`src/rtl/zbt_pattern_gen_if.sv`:
```
`default_nettype none
// ============================================================================
// Module      : zbt_pattern_gen_if
// Description : Write bus between the pattern generator and a dual-channel
//               ZBT memory: one shared address, two data words, valid/ready.
// Revision    : 1.0 - initial release
// ============================================================================
interface zbt_pattern_gen_if #(
    parameter int ADDR_W = 20,
    parameter int DATA_W = 36
);
    logic              wr_en;
    logic              wr_ready;
    logic [ADDR_W-1:0] wr_addr;
    logic [DATA_W-1:0] wr_data0;
    logic [DATA_W-1:0] wr_data1;

    modport master (
        output wr_en,
        output wr_addr,
        output wr_data0,
        output wr_data1,
        input  wr_ready
    );

    modport slave (
        input  wr_en,
        input  wr_addr,
        input  wr_data0,
        input  wr_data1,
        output wr_ready
    );
endinterface
`default_nettype wire

```
`src/rtl/zbt_pattern_gen.sv`:
```
`default_nettype none
// ============================================================================
// Module      : zbt_pattern_gen
// Description : Fills one or more frame buffers in ZBT memory with a test
//               pattern (checker, solid, bars or address ramp), one beat per
//               cycle under valid/ready flow control.
// Revision    : 1.0 - initial release
// ============================================================================
module zbt_pattern_gen #(
    parameter int              H_ACTIVE   = 640,
    parameter int              V_ACTIVE   = 480,
    parameter int              ADDR_W     = 20,
    parameter int              DATA_W     = 36,
    parameter int              NUM_BUFS   = 2,
    parameter int              BUF_STRIDE = 307200,
    parameter int              CHECK_LOG2 = 4,
    parameter logic [DATA_W-1:0] FG0      = DATA_W'(36'hFFC63FFC6),
    parameter logic [DATA_W-1:0] BG0      = DATA_W'(36'h008400084),
    parameter logic [DATA_W-1:0] FG1      = DATA_W'(36'hFF843FF84),
    parameter logic [DATA_W-1:0] BG1      = DATA_W'(36'h008400084)
) (
    input  wire logic                clock,
    input  wire logic                reset_n,
    input  wire logic                start,
    input  wire logic                abort,
    input  wire logic [1:0]          mode,
    input  wire logic [NUM_BUFS-1:0] buf_mask,
    zbt_pattern_gen_if.master        wr,
    output logic                     busy,
    output logic                     done
);

    localparam int     c_x_w      = (H_ACTIVE > 1) ? $clog2(H_ACTIVE) : 1;
    localparam int     c_y_w      = (V_ACTIVE > 1) ? $clog2(V_ACTIVE) : 1;
    localparam int     c_l_w      = (NUM_BUFS > 1) ? $clog2(NUM_BUFS) : 1;
    // Widest untruncated address: base of the last buffer plus one frame.
    localparam longint c_max_addr = longint'(NUM_BUFS - 1) * longint'(BUF_STRIDE)
                                  + longint'(V_ACTIVE) * longint'(H_ACTIVE);
    localparam int     c_span_w   = $clog2(c_max_addr + 1);
    localparam int     c_full_w   = (c_span_w > ADDR_W) ? c_span_w : ADDR_W;

    typedef enum logic [1:0] {
        S_IDLE = 2'd0,
        S_RUN  = 2'd1,
        S_DONE = 2'd2
    } state_t;

    state_t              r_state;
    state_t              w_state_nxt;

    logic [c_x_w-1:0]    r_x;
    logic [c_y_w-1:0]    r_y;
    logic [c_l_w-1:0]    r_loc;
    logic [1:0]          r_mode;
    logic [NUM_BUFS-1:0] r_mask;
    logic [ADDR_W-1:0]   r_addr;
    logic [DATA_W-1:0]   r_data0;
    logic [DATA_W-1:0]   r_data1;

    logic [c_x_w-1:0]    w_nx;
    logic [c_y_w-1:0]    w_ny;
    logic [c_l_w-1:0]    w_nloc;
    logic                w_last;
    logic [c_l_w-1:0]    w_first_loc;

    logic                w_take_start;
    logic                w_load;
    logic                w_adv;
    logic [c_x_w-1:0]    w_cx;
    logic [c_y_w-1:0]    w_cy;
    logic [c_l_w-1:0]    w_cloc;
    logic [1:0]          w_cmode;

    logic [31:0]         w_k;
    logic                w_xb;
    logic                w_yb;
    logic                w_sel;
    logic [ADDR_W-1:0]   w_addr;
    logic [DATA_W-1:0]   w_d0;
    logic [DATA_W-1:0]   w_d1;

    // Scan successor of the beat currently on the bus; w_last flags the
    // final pixel of the last selected buffer.
    always_comb begin
        w_nx   = r_x;
        w_ny   = r_y;
        w_nloc = r_loc;
        w_last = 1'b0;
        if (r_x != c_x_w'(H_ACTIVE - 1)) begin
            w_nx = r_x + 1'b1;
        end else if (r_y != c_y_w'(V_ACTIVE - 1)) begin
            w_nx = '0;
            w_ny = r_y + 1'b1;
        end else begin
            w_nx   = '0;
            w_ny   = '0;
            w_last = 1'b1;
            // Descending scan so the lowest qualifying buffer wins.
            for (int i = NUM_BUFS - 1; i >= 0; i--) begin
                if (r_mask[i] && (i > int'(r_loc))) begin
                    w_nloc = c_l_w'(i);
                    w_last = 1'b0;
                end
            end
        end
    end

    // Lowest set bit of the incoming mask selects the first buffer.
    always_comb begin
        w_first_loc = '0;
        for (int i = NUM_BUFS - 1; i >= 0; i--) begin
            if (buf_mask[i]) begin
                w_first_loc = c_l_w'(i);
            end
        end
    end

    // Choose the coordinates of the beat to present after the next edge:
    // either the first pixel of a new fill or the successor of the current one.
    always_comb begin
        w_take_start = (r_state == S_IDLE) && start;
        w_load       = w_take_start && (|buf_mask);
        w_adv        = (r_state == S_RUN) && !abort && wr.wr_ready && !w_last;
        w_cx         = w_load ? '0          : w_nx;
        w_cy         = w_load ? '0          : w_ny;
        w_cloc       = w_load ? w_first_loc : w_nloc;
        w_cmode      = w_load ? mode        : r_mode;
    end

    // Address and pattern data for the candidate pixel.
    always_comb begin
        w_addr = ADDR_W'(c_full_w'(w_cloc) * c_full_w'(BUF_STRIDE)
                       + c_full_w'(w_cy) * c_full_w'(H_ACTIVE)
                       + c_full_w'(w_cx));
        // Square size doubles with buffer index; bits beyond the counter
        // width read as zero.
        w_k    = 32'(CHECK_LOG2) + 32'(w_cloc);
        w_xb   = |(w_cx & (c_x_w'(1) << w_k));
        w_yb   = |(w_cy & (c_y_w'(1) << w_k));
        case (w_cmode)
            2'd0:    w_sel = w_xb ^ w_yb;
            2'd1:    w_sel = 1'b1;
            2'd2:    w_sel = w_xb;
            default: w_sel = 1'b0;
        endcase
        w_d0 = w_sel ? FG0 : BG0;
        w_d1 = w_sel ? FG1 : BG1;
        if (w_cmode == 2'd3) begin
            w_d0 = DATA_W'(w_addr);
            w_d1 = DATA_W'(w_addr);
        end
    end

    // State register.
    always_ff @(posedge clock or negedge reset_n) begin
        if (!reset_n) begin
            r_state <= S_IDLE;
        end else begin
            r_state <= w_state_nxt;
        end
    end

    // Next-state logic; abort overrides acceptance of the final beat.
    always_comb begin
        w_state_nxt = r_state;
        case (r_state)
            S_IDLE: begin
                if (start) begin
                    w_state_nxt = (|buf_mask) ? S_RUN : S_DONE;
                end
            end
            S_RUN: begin
                if (abort) begin
                    w_state_nxt = S_IDLE;
                end else if (wr.wr_ready && w_last) begin
                    w_state_nxt = S_DONE;
                end
            end
            S_DONE:  w_state_nxt = S_IDLE;
            default: w_state_nxt = S_IDLE;
        endcase
    end

    // Scan position and registered bus beat; held while the memory stalls.
    always_ff @(posedge clock or negedge reset_n) begin
        if (!reset_n) begin
            r_x     <= '0;
            r_y     <= '0;
            r_loc   <= '0;
            r_mode  <= '0;
            r_mask  <= '0;
            r_addr  <= '0;
            r_data0 <= '0;
            r_data1 <= '0;
        end else begin
            if (w_take_start) begin
                r_mode <= mode;
                r_mask <= buf_mask;
            end
            if (w_load || w_adv) begin
                r_x     <= w_cx;
                r_y     <= w_cy;
                r_loc   <= w_cloc;
                r_addr  <= w_addr;
                r_data0 <= w_d0;
                r_data1 <= w_d1;
            end
        end
    end

    assign wr.wr_en    = (r_state == S_RUN);
    assign wr.wr_addr  = r_addr;
    assign wr.wr_data0 = r_data0;
    assign wr.wr_data1 = r_data1;
    assign busy        = (r_state != S_IDLE);
    assign done        = (r_state == S_DONE);

endmodule
`default_nettype wire

```
`src/flat_wrapper.sv`:
```
// flat-port wrapper written by rule: the top's interface ports become plain ports
module zbt_pattern_gen_flat 
#(
    parameter int              H_ACTIVE   = 640,
    parameter int              V_ACTIVE   = 480,
    parameter int              ADDR_W     = 20,
    parameter int              DATA_W     = 36,
    parameter int              NUM_BUFS   = 2,
    parameter int              BUF_STRIDE = 307200,
    parameter int              CHECK_LOG2 = 4,
    parameter logic [DATA_W-1:0] FG0      = DATA_W'(36'hFFC63FFC6),
    parameter logic [DATA_W-1:0] BG0      = DATA_W'(36'h008400084),
    parameter logic [DATA_W-1:0] FG1      = DATA_W'(36'hFF843FF84),
    parameter logic [DATA_W-1:0] BG1      = DATA_W'(36'h008400084)
)
  (clock, reset_n, start, abort, mode, buf_mask, busy, done, wr_wr_en, wr_wr_addr, wr_wr_data0, wr_wr_data1, wr_wr_ready);
  zbt_pattern_gen_if #(.ADDR_W(ADDR_W), .DATA_W(DATA_W)) wr_i ();
  input  wire logic clock;
  input  wire logic reset_n;
  input  wire logic start;
  input  wire logic abort;
  input  wire logic [1:0] mode;
  input  wire logic [NUM_BUFS-1:0] buf_mask;
  output logic busy;
  output logic done;
  output wire logic [$bits(wr_i.wr_en)-1:0] wr_wr_en;
  output wire logic [$bits(wr_i.wr_addr)-1:0] wr_wr_addr;
  output wire logic [$bits(wr_i.wr_data0)-1:0] wr_wr_data0;
  output wire logic [$bits(wr_i.wr_data1)-1:0] wr_wr_data1;
  input wire logic [$bits(wr_i.wr_ready)-1:0] wr_wr_ready;
  assign wr_wr_en = wr_i.wr_en;
  assign wr_wr_addr = wr_i.wr_addr;
  assign wr_wr_data0 = wr_i.wr_data0;
  assign wr_wr_data1 = wr_i.wr_data1;
  assign wr_i.wr_ready = wr_wr_ready;
  zbt_pattern_gen #(.H_ACTIVE(H_ACTIVE), .V_ACTIVE(V_ACTIVE), .ADDR_W(ADDR_W), .DATA_W(DATA_W), .NUM_BUFS(NUM_BUFS), .BUF_STRIDE(BUF_STRIDE), .CHECK_LOG2(CHECK_LOG2), .FG0(FG0), .BG0(BG0), .FG1(FG1), .BG1(BG1)) u_core (.clock(clock), .reset_n(reset_n), .start(start), .abort(abort), .mode(mode), .buf_mask(buf_mask), .wr(wr_i), .busy(busy), .done(done));
endmodule
```
`config.mk`:
```
export PLATFORM = sky130hd
export DESIGN_NAME = zbt_pattern_gen_flat
export DESIGN_NICKNAME = d
export VERILOG_FILES = /design/src/rtl/zbt_pattern_gen_if.sv /design/src/rtl/zbt_pattern_gen.sv /design/src/flat_wrapper.sv
export SDC_FILE = /design/constraint.sdc
export NUM_CORES = 1
export LEC_CHECK = 0
export ABC_AREA = 0
export ABC_CLOCK_PERIOD_IN_PS = 7400
export CORE_ASPECT_RATIO = 1.1
export CORE_MARGIN = 1
export CORE_UTILIZATION = 40
export DETAILED_ROUTE_END_ITERATION = 7
export MAX_ROUTING_LAYER = met4
export PLACE_DENSITY_LB_ADDON = 0.3
export SLEW_MARGIN = 20
export SYNTH_ARGS = -nofsm -noshare
export SYNTH_HDL_FRONTEND = slang
export SYNTH_SLANG_ARGS = --single-unit
```
`constraint.sdc`:
```
create_clock -name clock -period 7.4 [get_ports clock]
set_input_delay 1.48 -clock clock [delete_from_list [all_inputs] [get_ports clock]]
set_output_delay 1.48 -clock clock [all_outputs]
set_load 0.02 [all_outputs]
```
== Word level (Yosys, flattened, before mapping) ==
Cells that the tools add are included.
Widths: inputs -> output; s select.

* Register bits after elaboration: 118
* Latch bits: 0
* Bits in writable memories: 0
* ROM bits: 0
* Input bits: 9
* Output and inout port bits: 95
* Memories kept: 0

* $add $sub $neg: 5
* Multipliers: 2
* Divide/modulo/power cells: 0
* Magnitude comparators: 1
* Equality and inequality tests: 9
* Shifts and indexed selects: 2
* Muxes and demuxes: 25
* Bitwise gates (word level): 3
* Reduce and logical (&&, ||, !) cells: 17

{| class="wikitable"
|+ Operators by type and width
! cell !! number
|-
| $mux 36 || 4
|-
| $shl 1x32->10 const A || 1
|-
| $shl 1x32->9 const A || 1
|-
| $mux 9 || 3
|-
| $add 20x10->20 || 1
|-
| $add 20x19->20 || 1
|-
| $mux 10 || 2
|-
| $mul 9x3->12 const B || 1
|-
| $add 10x1->10 const B || 1
|-
| $and 10x10->10 || 1
|-
| $mux 2 || 5
|-
| $ne 10x10->1 const B || 1
|-
| $reduce_or 10->1 || 1
|-
| $add 9x1->9 const B || 1
|-
| $and 9x9->9 || 1
|-
| $mux 1 || 9
|-
| $ne 9x9->1 const B || 1
|-
| $reduce_or 9->1 || 1
|-
| $mul 1x7->8 const B || 1
|-
| $logic_and 1x1->1 || 7
|-
| $eq 2x2->1 const B || 3
|-
| $add 3x1->4 const A || 1
|-
| $eq 2x1->1 const B || 2
|-
| $logic_not 2->1 || 2
|-
| other kinds (11) || 12
|}

== Logic depth before layout (Yosys ltp) ==
Gate-level depths: netlist of the first run.

* Word-level depth: 14
* Mapped depth: 21
* Gate-level depth less buffers: 20

== Worst setup path after synthesis of the first run ==
Ideal clock, no wire load.

* Path kind: input to register
* Start: in start
* End: reg u_core.r_data1[17] (netlist: u_core.wr.wr_data1[17])
* Setup time: 0.133 ns
* Arrival time: 5.021 ns
* Setup slack: 2.246 ns
* Cell stages on the path: 17
* Buffers on the path: 2
* Cell sequence: or3b_1 > clkbuf_1 > nor2_1 > clkbuf_1 > or2_2 > inv_1 > ha_1 > ha_1 > fa_1 > a21o_1 > a21oi_1 > o21ai_0 > a221oi_1 > o21ai_0 > xnor2_1 > o22ai_1 > a21oi_2

* Elaborated cells between the ends (all ways): 26

{| class="wikitable"
|+ RTL lines
! what !! line !! source
|-
| from (decl) || flat_wrapper.sv:20 || <nowiki>input wire logic start;</nowiki>
|-
| $logic_and 1x1->1 * || zbt_pattern_gen.sv:121 || <nowiki>w_take_start = (r_state == S_IDLE) && start;</nowiki>
|-
| $logic_and 1x1->1 * || zbt_pattern_gen.sv:122 || <nowiki>w_load = w_take_start && (|buf_mask);</nowiki>
|-
| $mux 9 * || zbt_pattern_gen.sv:125 || <nowiki>w_cy = w_load ? '0 : w_ny;</nowiki>
|-
| net u_core.w_cy[1] || zbt_pattern_gen.sv:70 || <nowiki>logic [c_y_w-1:0] w_cy;</nowiki>
|-
| branches (longest 5 deep; another with $add 20x19->20) || - ||
|-
| $mux 36 * || zbt_pattern_gen.sv:148 || <nowiki>if (w_cmode == 2'd3) begin</nowiki>
|-
| to (signal assigned) || zbt_pattern_gen.sv:206 || <nowiki>r_data1 <= w_d1;</nowiki>
|-
| to (decl) || zbt_pattern_gen.sv:58 || <nowiki>logic [DATA_W-1:0] r_data1;</nowiki>
|}

Mark *: on every way through the listed nets, which the timed path passes.
A chain may end at the register's enable or synchronous reset.

== Worst setup path in the final report of the first run ==
Same ends and word-level chain as after synthesis.

==> results.py, run 1 <==
metrics = {
    "synth": {
        "synth.distinct_cells": 62,
        "ys_seq_elements": 62,
        "synth_area_leader_cell": "dfrtp_1",
        "yosysSeqAreaShare_pct": 36.84,
        "synthCells": 479,
        "synth_area_leaders": "dfrtp_1 37%, buf_4 9.8%, ha_1 6.2%",
        "syn-cell-area_um2": 4212,
        "yosys_warnings": 0,
        "synth_top_area_share_pct": 36.84,
        "synth_edf_count": 0,
        "avgSynthCellArea_um2": 8.792,
        "ys.flop_type": "dfrtp_1",
        "synth-async-reset-ratio_pct": 100.0,
    },
    "drt": {
        "via_count": 3425,
        "routed_via_density": 5.112,
        "wl_um": 9482,
        "drtIter0Drc": 194,
        "route.detailed.drc": 0,
        "dr.pass1.iters": 5,
        "ant_nets": 0,
        "wire_per_inst_um": 14.15,
    },
    "worst_setup_path": {
        "crit_required_ps": 7630,
        "cp-end-kind": "flop",
        "r2r_cells": 17,
        "cp_max_fo": 20,
        "critPathKind": "input pin to flop",
        "arrival_ps": 5890,
        "timing.rr.end": "u_core.wr.wr_data1[17]$_DFFE_PN0P_",
        "r2r-start": "u_core.wr.wr_addr[0]$_DFFE_PN0P_",
        "start_kind": "input pin",
        "rrSetupSlack_ps": 2200,
    },
    "layout": {
        "nets": 557,
        "drive_gt1_share_pct": 8.302,
        "multiInputGateArea_um2": 2180,
        "final_common_cell": "clkdlybuf4s50_1",
        "nFillCells": 954,
        "final_cell_mix": "92 x clkdlybuf4s50_1, 62 x dfrtp_1, 60 x nand2_1",
        "antenna_cells": 0,
        "syn2layout_area_growth_pct": 21.90,
        "utilization_pct": 51.17,
        "final_area_um2": 5134,
        "seqCellArea_um2": 1551,
    },
    "place": {
        "placed_cell_area_um2": 4918,
        "dp_hpwl_um": 6939,
        "gp_congestion": 0.8262,
        "io_buffers": 93,
    },
    "sta": {
        "maxSlewViolCount": 0,
        "max_freq_mhz": 176.7,
        "finalCritPeriodShare_pct": 76.49,
        "setup-violations-final": 0,
        "final.setup.tns_ps": 0,
        "whs_ps": 470.8,
        "rsz0062_at_grt": "false",
        "finalClockSkew_ps": 8.996,
        "tightest_slew_ps": 986.1,
        "slew_headroom_pct": 33.90,
        "hold_viol": 0,
        "period_minus_slack_ps": 5660,
    },
    "hold_path": {
        "min_to": "u_core.wr.wr_addr[14]$_DFFE_PN0P_",
        "min_path_cells": 2,
        "hold_path_class": "flop to flop",
        "min-delay-start": "u_core.wr.wr_addr[14]$_DFFE_PN0P_",
    },
    "clock_tree": {
        "cts_made_buffers": 9,
        "cts-root-buf": "clkbuf_8",
        "htree_levels": 3,
        "cts.sinks": 62,
        "post_cts_buffers": 0,
        "tritoncts": "done",
        "clk_latency_ps": 360,
        "clockBufferDepth": 2,
        "holdBufCountCts": 0,
        "cts_resized": 0,
        "cts.reportedPaths.clkPinSlew_ps": 70,
    },
    "global_route": {
        "grt-ovfl-total": 0,
        "grt_antenna_before_repair": 0,
        "grt_pass1_vias": 3224,
        "grt_max_degree": 63,
        "grt_util_all_layers_pct": 18.99,
        "grt_pass1_wl_um": 15650,
    },
    "pwr": {
        "p_per_area_nw_per_um2": 325.0,
        "leakage_nw": 2.278,
        "ir_worst_vdd_v": 0.0001467,
        "finalPower_w": 0.001668,
    },
    "floorplanning": {
        "die_y_um": 109.6,
        "initial_core_util_pct": 41.98,
        "fp.dieW_um": 99.84,
        "boundaryPins": 104,
        "core.rowCount": 38,
        "core_area_um2": 10030,
        "fp.dieArea_um2": 10940,
    },
    "outcome": {
        "status": "finished, final reports clean",
    },
    "run": {
        "cap_viol_max_count": 0,
    },
}
layer usage:
metal	global-route usage, %	routed length [µm]
met5	-	0
met1	22.67	4275
met4	8.824	165
met3	3.497	463
met2	31.28	4577
synth_stat cells, types with 4 or more instances:
master	n
nor2_1	40
clkbuf_1	13
xor2_1	11
buf_4	55
nor2b_1	7
o21ai_1	7
a21o_1	6
a21oi_1	28
xnor2_1	21
nand3_1	20
nand4_1	4
o21ai_0	24
nand2_1	60
nor3_1	11
dfrtp_1	62
a31oi_1	4
or3_1	4
ha_1	21
inv_1	12
mux2_2	5
cell type report:
type | count | area share, %
Clock buffer | 12 | 2.827
Sequential cell | 62 | 30.22
Multi-Input combinational cell | 341 | 42.46
Tap cell | 140 | 3.412
Clock inverter | 4 | 1.365
Timing Repair Buffer | 98 | 18.77
Inverter | 13 | 0.9505
registers in the layout, summed over array words and instances, names as in the netlist:
| name | flops |
|---|---|
| u_core.wr.wr_data1 | 22 |
| u_core.wr.wr_addr | 20 |
| u_core.r_y | 9 |
| u_core.r_x | 3 |
| u_core.r_mode | 2 |
| u_core.r_state | 2 |
| u_core.wr.wr_data0 | 2 |
| u_core.r_loc | 1 |
| u_core.r_mask | 1 |
metrics by stage:
step	worst slack [ps]	instances
3_3_place_gp	1493	654
4_1_cts	1777	670
3_5_place_dp	1399	654
5_1_grt	1378	670
2_1_floorplan	2246	488
6_report	1740	670
power breakdown:
part	internal [W]	switching (W)
clock network	0.000198	0.000138
logic	0.000379	0.000448
registers	0.000424	0.0000814
total	0.00100	0.000667
kinds of logic (layout without fill, tap and decap cells):
kind of cell	Yosys count	after routing	synth area share (%)
AOI/OAI and AO/OA	93	93	13.25
xor gates and xnor gates	33	33	7.041
adders and majority gates	23	23	7.190
buffers and inverters	85	127	12.57
DFF	62	62	36.84
muxes	11	11	2.971
other	1	10	0.08904
and+or+nand+nor	171	171	20.05
how the worst max path moves through the flow:
stage / from / end / slack [ps] / cells past startpoint
after floorplan: start / u_core.wr.wr_data1[17]$_DFFE_PN0P_ / 2250 / 17
after global placement: start / u_core.wr.wr_data1[17]$_DFFE_PN0P_ / 1490 / 17
after detailed placement: start / u_core.wr.wr_data1[17]$_DFFE_PN0P_ / 1400 / 17
after CTS: start / u_core.wr.wr_data1[17]$_DFFE_PN0P_ / 1780 / 17
after global routing: start / u_core.wr.wr_data1[17]$_DFFE_PN0P_ / 1380 / 17
final: start / u_core.wr.wr_data1[17]$_DFFE_PN0P_ / 1740 / 17
critical path: stages:
cell and delay, ps:
clkdlybuf4s50_1 500, or3b_1 450, nor2_1 130, buf_4 240
a31o_2 290, nor2_1 130, ha_1 290, ha_1 230
fa_1 410, a21o_1 190, a21oi_1 300, o21ai_0 170
a221oi_1 450, o21ai_0 230, xnor2_1 180, o22ai_1 170
a21oi_2 40
Note: power is estimated with default switching activity, not from simulation.
==> run 2: changes to the inputs <==
--- a/config.mk
+++ b/config.mk
@@ -6,7 +6,7 @@
 export NUM_CORES = 1
 export LEC_CHECK = 0
 export ABC_AREA = 0
-export ABC_CLOCK_PERIOD_IN_PS = 7400
+export ABC_CLOCK_PERIOD_IN_PS = 5900
 export CORE_ASPECT_RATIO = 1.1
 export CORE_MARGIN = 1
 export CORE_UTILIZATION = 40
==> constraint.sdc (replaced) <==
create_clock -name clock -period 5.9 [get_ports clock]
set_input_delay 1.18 -clock clock [delete_from_list [all_inputs] [get_ports clock]]
set_output_delay 1.18 -clock clock [all_outputs]
set_load 0.02 [all_outputs]
==> results.py, run 2 (same netlist as run 1, synthesis figures left out) <==
metrics = {
    "outcome": {
        "status": "finished, final reports clean",
    },
    "hold_path": {
        "min_path_cells": 2,
        "hold_path_class": "flop to flop",
        "min-delay-start": "u_core.wr.wr_addr[14]$_DFFE_PN0P_",
        "min_to": "u_core.wr.wr_addr[14]$_DFFE_PN0P_",
    },
    "sta": {
        "setup-violations-final": 0,
        "finalClockSkew_ps": 3.821,
        "finalCritPeriodShare_pct": 89.56,
        "tightest_slew_ps": 868.6,
        "maxSlewViolCount": 0,
        "rsz0062_at_grt": "false",
        "max_freq_mhz": 189.3,
        "setup_slack_ps": 616.1,
        "hold_viol": 0,
        "slew_headroom_pct": 42.09,
        "period_minus_slack_ps": 5284,
        "final.setup.tns_ps": 0,
    },
    "floorplanning": {
        "core_area_um2": 10030,
        "fp.dieW_um": 99.84,
        "fp.dieArea_um2": 10940,
        "boundaryPins": 104,
        "core.rowCount": 38,
        "initial_core_util_pct": 41.98,
        "die_y_um": 109.6,
    },
    "drt": {
        "top_layer_used": "met4",
        "drtIter0Drc": 188,
        "wl_met1_um": 4261,
        "route.detailed.drc": 0,
        "route.met2.wl_um": 4635,
        "wl_um": 9502,
        "wire_per_inst_um": 14.16,
        "via_count": 3431,
        "met3_length_um": 433,
        "dr.pass1.iters": 4,
        "routed_via_density": 5.113,
        "ant_nets": 0,
    },
    "worst_setup_path": {
        "critPathKind": "input pin to flop",
        "r2r_cells": 19,
        "crit_required_ps": 6120,
        "rrSetupSlack_ps": 1090,
        "worstPathCellList": "clkdlybuf4s50_1, or3b_1, nor2_1, a31o_2, nor2_1, ha_1, ha_1, fa_1, xor2_1, ha_1, nand3_1, a21oi_1, o21ai_0, a211oi_1, o21ai_0, xnor2_1, o22ai_1, a21oi_2",
        "critical_path_buf_inv_count": 1,
        "crit_path_start": "start",
        "crit_slowest_cell": "clkdlybuf4s50_1",
        "critPathTopFamily": "adder cells",
        "timing.rr.end": "u_core.wr.wr_data1[17]$_DFFE_PN0P_",
        "start_kind": "input pin",
        "cp_common_cell": "ha_1",
        "cp-end-kind": "flop",
        "max_stage_delay_ps": 500,
        "cp_max_fo": 12,
        "r2r-start": "u_core.wr.wr_addr[0]$_DFFE_PN0P_",
        "arrival_ps": 5510,
    },
    "place": {
        "gp_congestion": 0.8601,
        "dp_hpwl_um": 7075,
        "dp.cells": 658,
        "io_buffers": 93,
        "preCtsSetupSlack_ps": 289.2,
    },
    "clock_tree": {
        "holdBufCountCts": 0,
        "tritoncts": "done",
        "cts_made_buffers": 9,
        "cts.reportedPaths.clkPinSlew_ps": 70,
        "cts.sinks": 62,
        "cts-root-buf": "clkbuf_8",
        "clockBufferDepth": 2,
        "cts_resized": 0,
        "post_cts_buffers": 0,
        "clk_latency_ps": 340,
        "htree_levels": 3,
    },
    "global_route": {
        "grt_max_degree": 63,
        "grt_antenna_before_repair": 0,
        "grt_util_all_layers_pct": 19.56,
        "grt_pass1_wl_um": 16240,
        "grt_pass1_vias": 3260,
        "grt-ovfl-total": 0,
    },
    "run": {
        "cap_viol_max_count": 0,
    },
    "layout": {
        "largest_reg_flops": 22,
        "nets": 561,
        "finalNonFillerCells": 671,
        "antenna_cells": 0,
        "utilization_pct": 51.09,
        "syn2layout_area_growth_pct": 21.69,
        "final_cell_mix": "92 x clkdlybuf4s50_1, 62 x dfrtp_1, 60 x nand2_1",
        "drive_gt1_share_pct": 8.663,
        "final_common_cell": "clkdlybuf4s50_1",
    },
    "pwr": {
        "leakage_nw": 2.277,
        "ir_worst_vdd_v": 0.0001502,
        "finalPower_w": 0.002036,
        "p_per_area_nw_per_um2": 397.2,
    },
}
run 2: cell types whose count changed in the layout (fill, tap and decap cells not counted), sizes merged:
cell    previous run  this run
clkinv             2         1
buf                6        10
bufinv             2         1
clkbuf            12        11
run 2: worst max-delay path by stage:
stage,cells after the start,endpoint,slack (ps)
floorplan,17,u_core.wr.wr_data1[17]$_DFFE_PN0P_,1050
global placement,18,u_core.wr.wr_data1[17]$_DFFE_PN0P_,420
detailed placement,18,u_core.wr.wr_data1[17]$_DFFE_PN0P_,290
CTS,18,u_core.wr.wr_data1[17]$_DFFE_PN0P_,650
global route,18,u_core.wr.wr_data1[17]$_DFFE_PN0P_,170
finish,18,u_core.wr.wr_data1[17]$_DFFE_PN0P_,620
run 2: cell type report:
class                      instances  area, µm²
fill                             920       4907
multi-input combinational        341       2180
sequential                        62       1551
timing repair buffer             102      993.5
tap                              140      175.2
clock buffer                      11      141.4
inverter                          13      48.80
clock inverter                     2      35.03
run 2: per-layer routing:
layer / global-route usage, % / vias up
met5: - / -
met4: 7.773 / 0
met3: 3.369 / 12
met2: 32.71 / 91
met1: 23.59 / 1653
li1: - / 1675
run 2: power breakdown:
part	switching, W	total, W	internal, W
logic	0.000565	0.00104	0.000477
registers	0.0000997	0.000632	0.000532
clock network	0.000163	0.000362	0.000199
total	0.000827	0.00204	0.00121
run 2: worst reg2reg max path: stages (launching register included):
cell and delay (ps):
dfrtp_1 420, ha_1 270, nand3_2 270, nor3_2 560, nand4_1 180, xor2_1 170, nor2_1 240, ha_1 290
ha_1 220, fa_1 400, xor2_1 160, ha_1 340, nand3_1 80, a21oi_1 180, o21ai_0 150, a211oi_1 240
o21ai_0 140, xnor2_1 180, o22ai_1 170, a21oi_2 40
run 2: per-stage QoR:
stage,instance area [µm²],hold WS [ps]
after detailed placement,4949,464.0
after CTS,5125,478.4
final,5125,471.4
after floorplan,4245,463.7
after global placement,4949,453.6
after global routing,5125,504.6
==> run 3: changes to the inputs <==
--- a/config.mk
+++ b/config.mk
@@ -6,7 +6,7 @@
 export NUM_CORES = 1
 export LEC_CHECK = 0
 export ABC_AREA = 0
-export ABC_CLOCK_PERIOD_IN_PS = 5900
+export ABC_CLOCK_PERIOD_IN_PS = 6700
 export CORE_ASPECT_RATIO = 1.1
 export CORE_MARGIN = 1
 export CORE_UTILIZATION = 40
==> constraint.sdc (replaced) <==
create_clock -name clock -period 6.7 [get_ports clock]
set_input_delay 1.34 -clock clock [delete_from_list [all_inputs] [get_ports clock]]
set_output_delay 1.34 -clock clock [all_outputs]
set_load 0.02 [all_outputs]
==> results.py, run 3 (same netlist as run 1, synthesis figures left out) <==
metrics = {
    "worst_setup_path": {
        "r2r-start": "u_core.wr.wr_addr[0]$_DFFE_PN0P_",
        "r2r_cells": 17,
        "arrival_ps": 5940,
        "timing.rr.end": "u_core.wr.wr_data1[17]$_DFFE_PN0P_",
        "cp-end-kind": "flop",
        "start_kind": "input pin",
        "worstSetupEndpoint": "u_core.wr.wr_data1[17]$_DFFE_PN0P_",
        "cp_max_fo": 12,
        "critPathKind": "input pin to flop",
        "crit_required_ps": 6950,
        "rrSetupSlack_ps": 1320,
        "crit_path_start": "start",
    },
    "clock_tree": {
        "cts_resized": 0,
        "clockBufferDepth": 2,
        "cts-root-buf": "clkbuf_8",
        "htree_levels": 3,
        "post_cts_buffers": 0,
        "cts.reportedPaths.clkPinSlew_ps": 80,
        "cts_made_buffers": 9,
        "tritoncts": "done",
        "holdBufCountCts": 0,
        "clk_latency_ps": 340,
        "cts.sinks": 62,
    },
    "drt": {
        "dr.pass1.iters": 4,
        "ant_nets": 0,
        "via_count": 3393,
        "routed_via_density": 5.072,
        "wire_per_inst_um": 14.22,
        "drtIter0Drc": 192,
        "route.detailed.drc": 0,
        "wl_um": 9516,
    },
    "sta": {
        "rsz0062_at_grt": "false",
        "finalCritPeriodShare_pct": 84.93,
        "setup-violations-final": 0,
        "setup_slack_ps": 1010,
        "hold_viol": 0,
        "final.setup.tns_ps": 0,
        "tightest_slew_ps": 1079,
        "finalClockSkew_ps": 12.90,
        "maxSlewViolCount": 0,
        "period_minus_slack_ps": 5690,
        "max_freq_mhz": 175.7,
        "slew_headroom_pct": 27.91,
    },
    "global_route": {
        "grt-ovfl-total": 0,
        "grt_pass1_wl_um": 15680,
        "grt_antenna_before_repair": 0,
        "grt_max_degree": 63,
        "grt_pass1_vias": 3316,
        "grt_util_all_layers_pct": 18.75,
    },
    "floorplanning": {
        "fp.dieArea_um2": 10940,
        "die_y_um": 109.6,
        "initial_core_util_pct": 41.98,
        "core_area_um2": 10030,
        "core.rowCount": 38,
        "boundaryPins": 104,
        "fp.dieW_um": 99.84,
    },
    "layout": {
        "nets": 556,
        "antenna_cells": 0,
        "final_common_cell": "clkdlybuf4s50_1",
        "final_cell_mix": "92 x clkdlybuf4s50_1, 62 x dfrtp_1, 60 x nand2_1",
        "drive_gt1_share_pct": 8.507,
        "syn2layout_area_growth_pct": 20.74,
        "finalNonFillerCells": 669,
        "largest_reg_flops": 22,
    },
    "place": {
        "io_buffers": 93,
        "preCtsSetupSlack_ps": 751.4,
        "dp.cells": 653,
        "gp_congestion": 0.8490,
        "dp_hpwl_um": 7058,
    },
    "run": {
        "cap_viol_max_count": 0,
    },
    "pwr": {
        "p_per_area_nw_per_um2": 346.5,
        "ir_worst_vdd_v": 0.0001354,
        "leakage_nw": 2.244,
    },
    "hold_path": {
        "hold_path_class": "flop to flop",
    },
    "outcome": {
        "status": "finished, final reports clean",
    },
}
## run 3: layout make-up
cell class	instances	area, µm²
clock buffer	9	123.9
clock inverter	7	50.05
fill	956	4947
inverter	13	48.80
multi-input combinational	341	2180
sequential	62	1551
tap	140	175.2
timing repair buffer	97	955.9
## run 3: worst min path at each step
stage | slack, ps | start | cells past startpoint | endpoint
3_3_place_gp | 450 | u_core.wr.wr_addr[13]$_DFFE_PN0P_ | 2 | u_core.wr.wr_addr[13]$_DFFE_PN0P_
4_1_cts | 470 | u_core.wr.wr_addr[13]$_DFFE_PN0P_ | 2 | u_core.wr.wr_addr[13]$_DFFE_PN0P_
6_report | 470 | u_core.wr.wr_addr[13]$_DFFE_PN0P_ | 2 | u_core.wr.wr_addr[13]$_DFFE_PN0P_
2_1_floorplan | 460 | u_core.r_mask[1]$_DFFE_PN0P_ | 1 | u_core.r_mask[1]$_DFFE_PN0P_
3_5_place_dp | 460 | u_core.wr.wr_addr[13]$_DFFE_PN0P_ | 2 | u_core.wr.wr_addr[13]$_DFFE_PN0P_
5_1_grt | 520 | u_core.wr.wr_addr[13]$_DFFE_PN0P_ | 2 | u_core.wr.wr_addr[13]$_DFFE_PN0P_
## run 3: stage by stage
| step | power [W] | hold WS [ps] | util, % | instance area [µm²] |
|---|---|---|---|---|
| 5_1_grt | 0.001873 | 520.6 | 50.69 | 5085 |
| 3_5_place_dp | 0.001484 | 456.4 | 48.95 | 4911 |
| 2_1_floorplan | 0.001180 | 463.7 | - | 4245 |
| 4_1_cts | 0.001781 | 474.0 | 50.69 | 5085 |
| 6_report | 0.001762 | 470.8 | 50.69 | 5085 |
| 3_3_place_gp | 0.001466 | 451.2 | 48.95 | 4911 |
## run 3: worst max-delay path, stage by stage
cell and delay [ps]:
clkdlybuf4s50_1 520, or3b_1 460, nor2_1 340, a31o_2 310, nor2_1 120, ha_1 290
ha_1 230, fa_1 400, a21o_1 190, a21oi_1 300, o21ai_0 170, a221oi_1 470
o21ai_0 270, xnor2_1 260, o22ai_1 120, a21oi_2 140
## run 3: metal layers
metal / vias to the layer above / global-route usage, % / share of wire, % / routed length, µm
met2: 97 / 32.36 / 48 / 4591
met1: 1613 / 21.87 / 46 / 4341
met5: - / - / 0 / 0
met3: 15 / 3.687 / 4.1 / 390
met4: 0 / 6.513 / 2.0 / 193
li1: 1668 / - / - / -
## run 3: report_power, final
part	switching [W]	internal, W
combinational	0.000493	0.000417
clock	0.000159	0.000134
sequential	0.0000899	0.000468
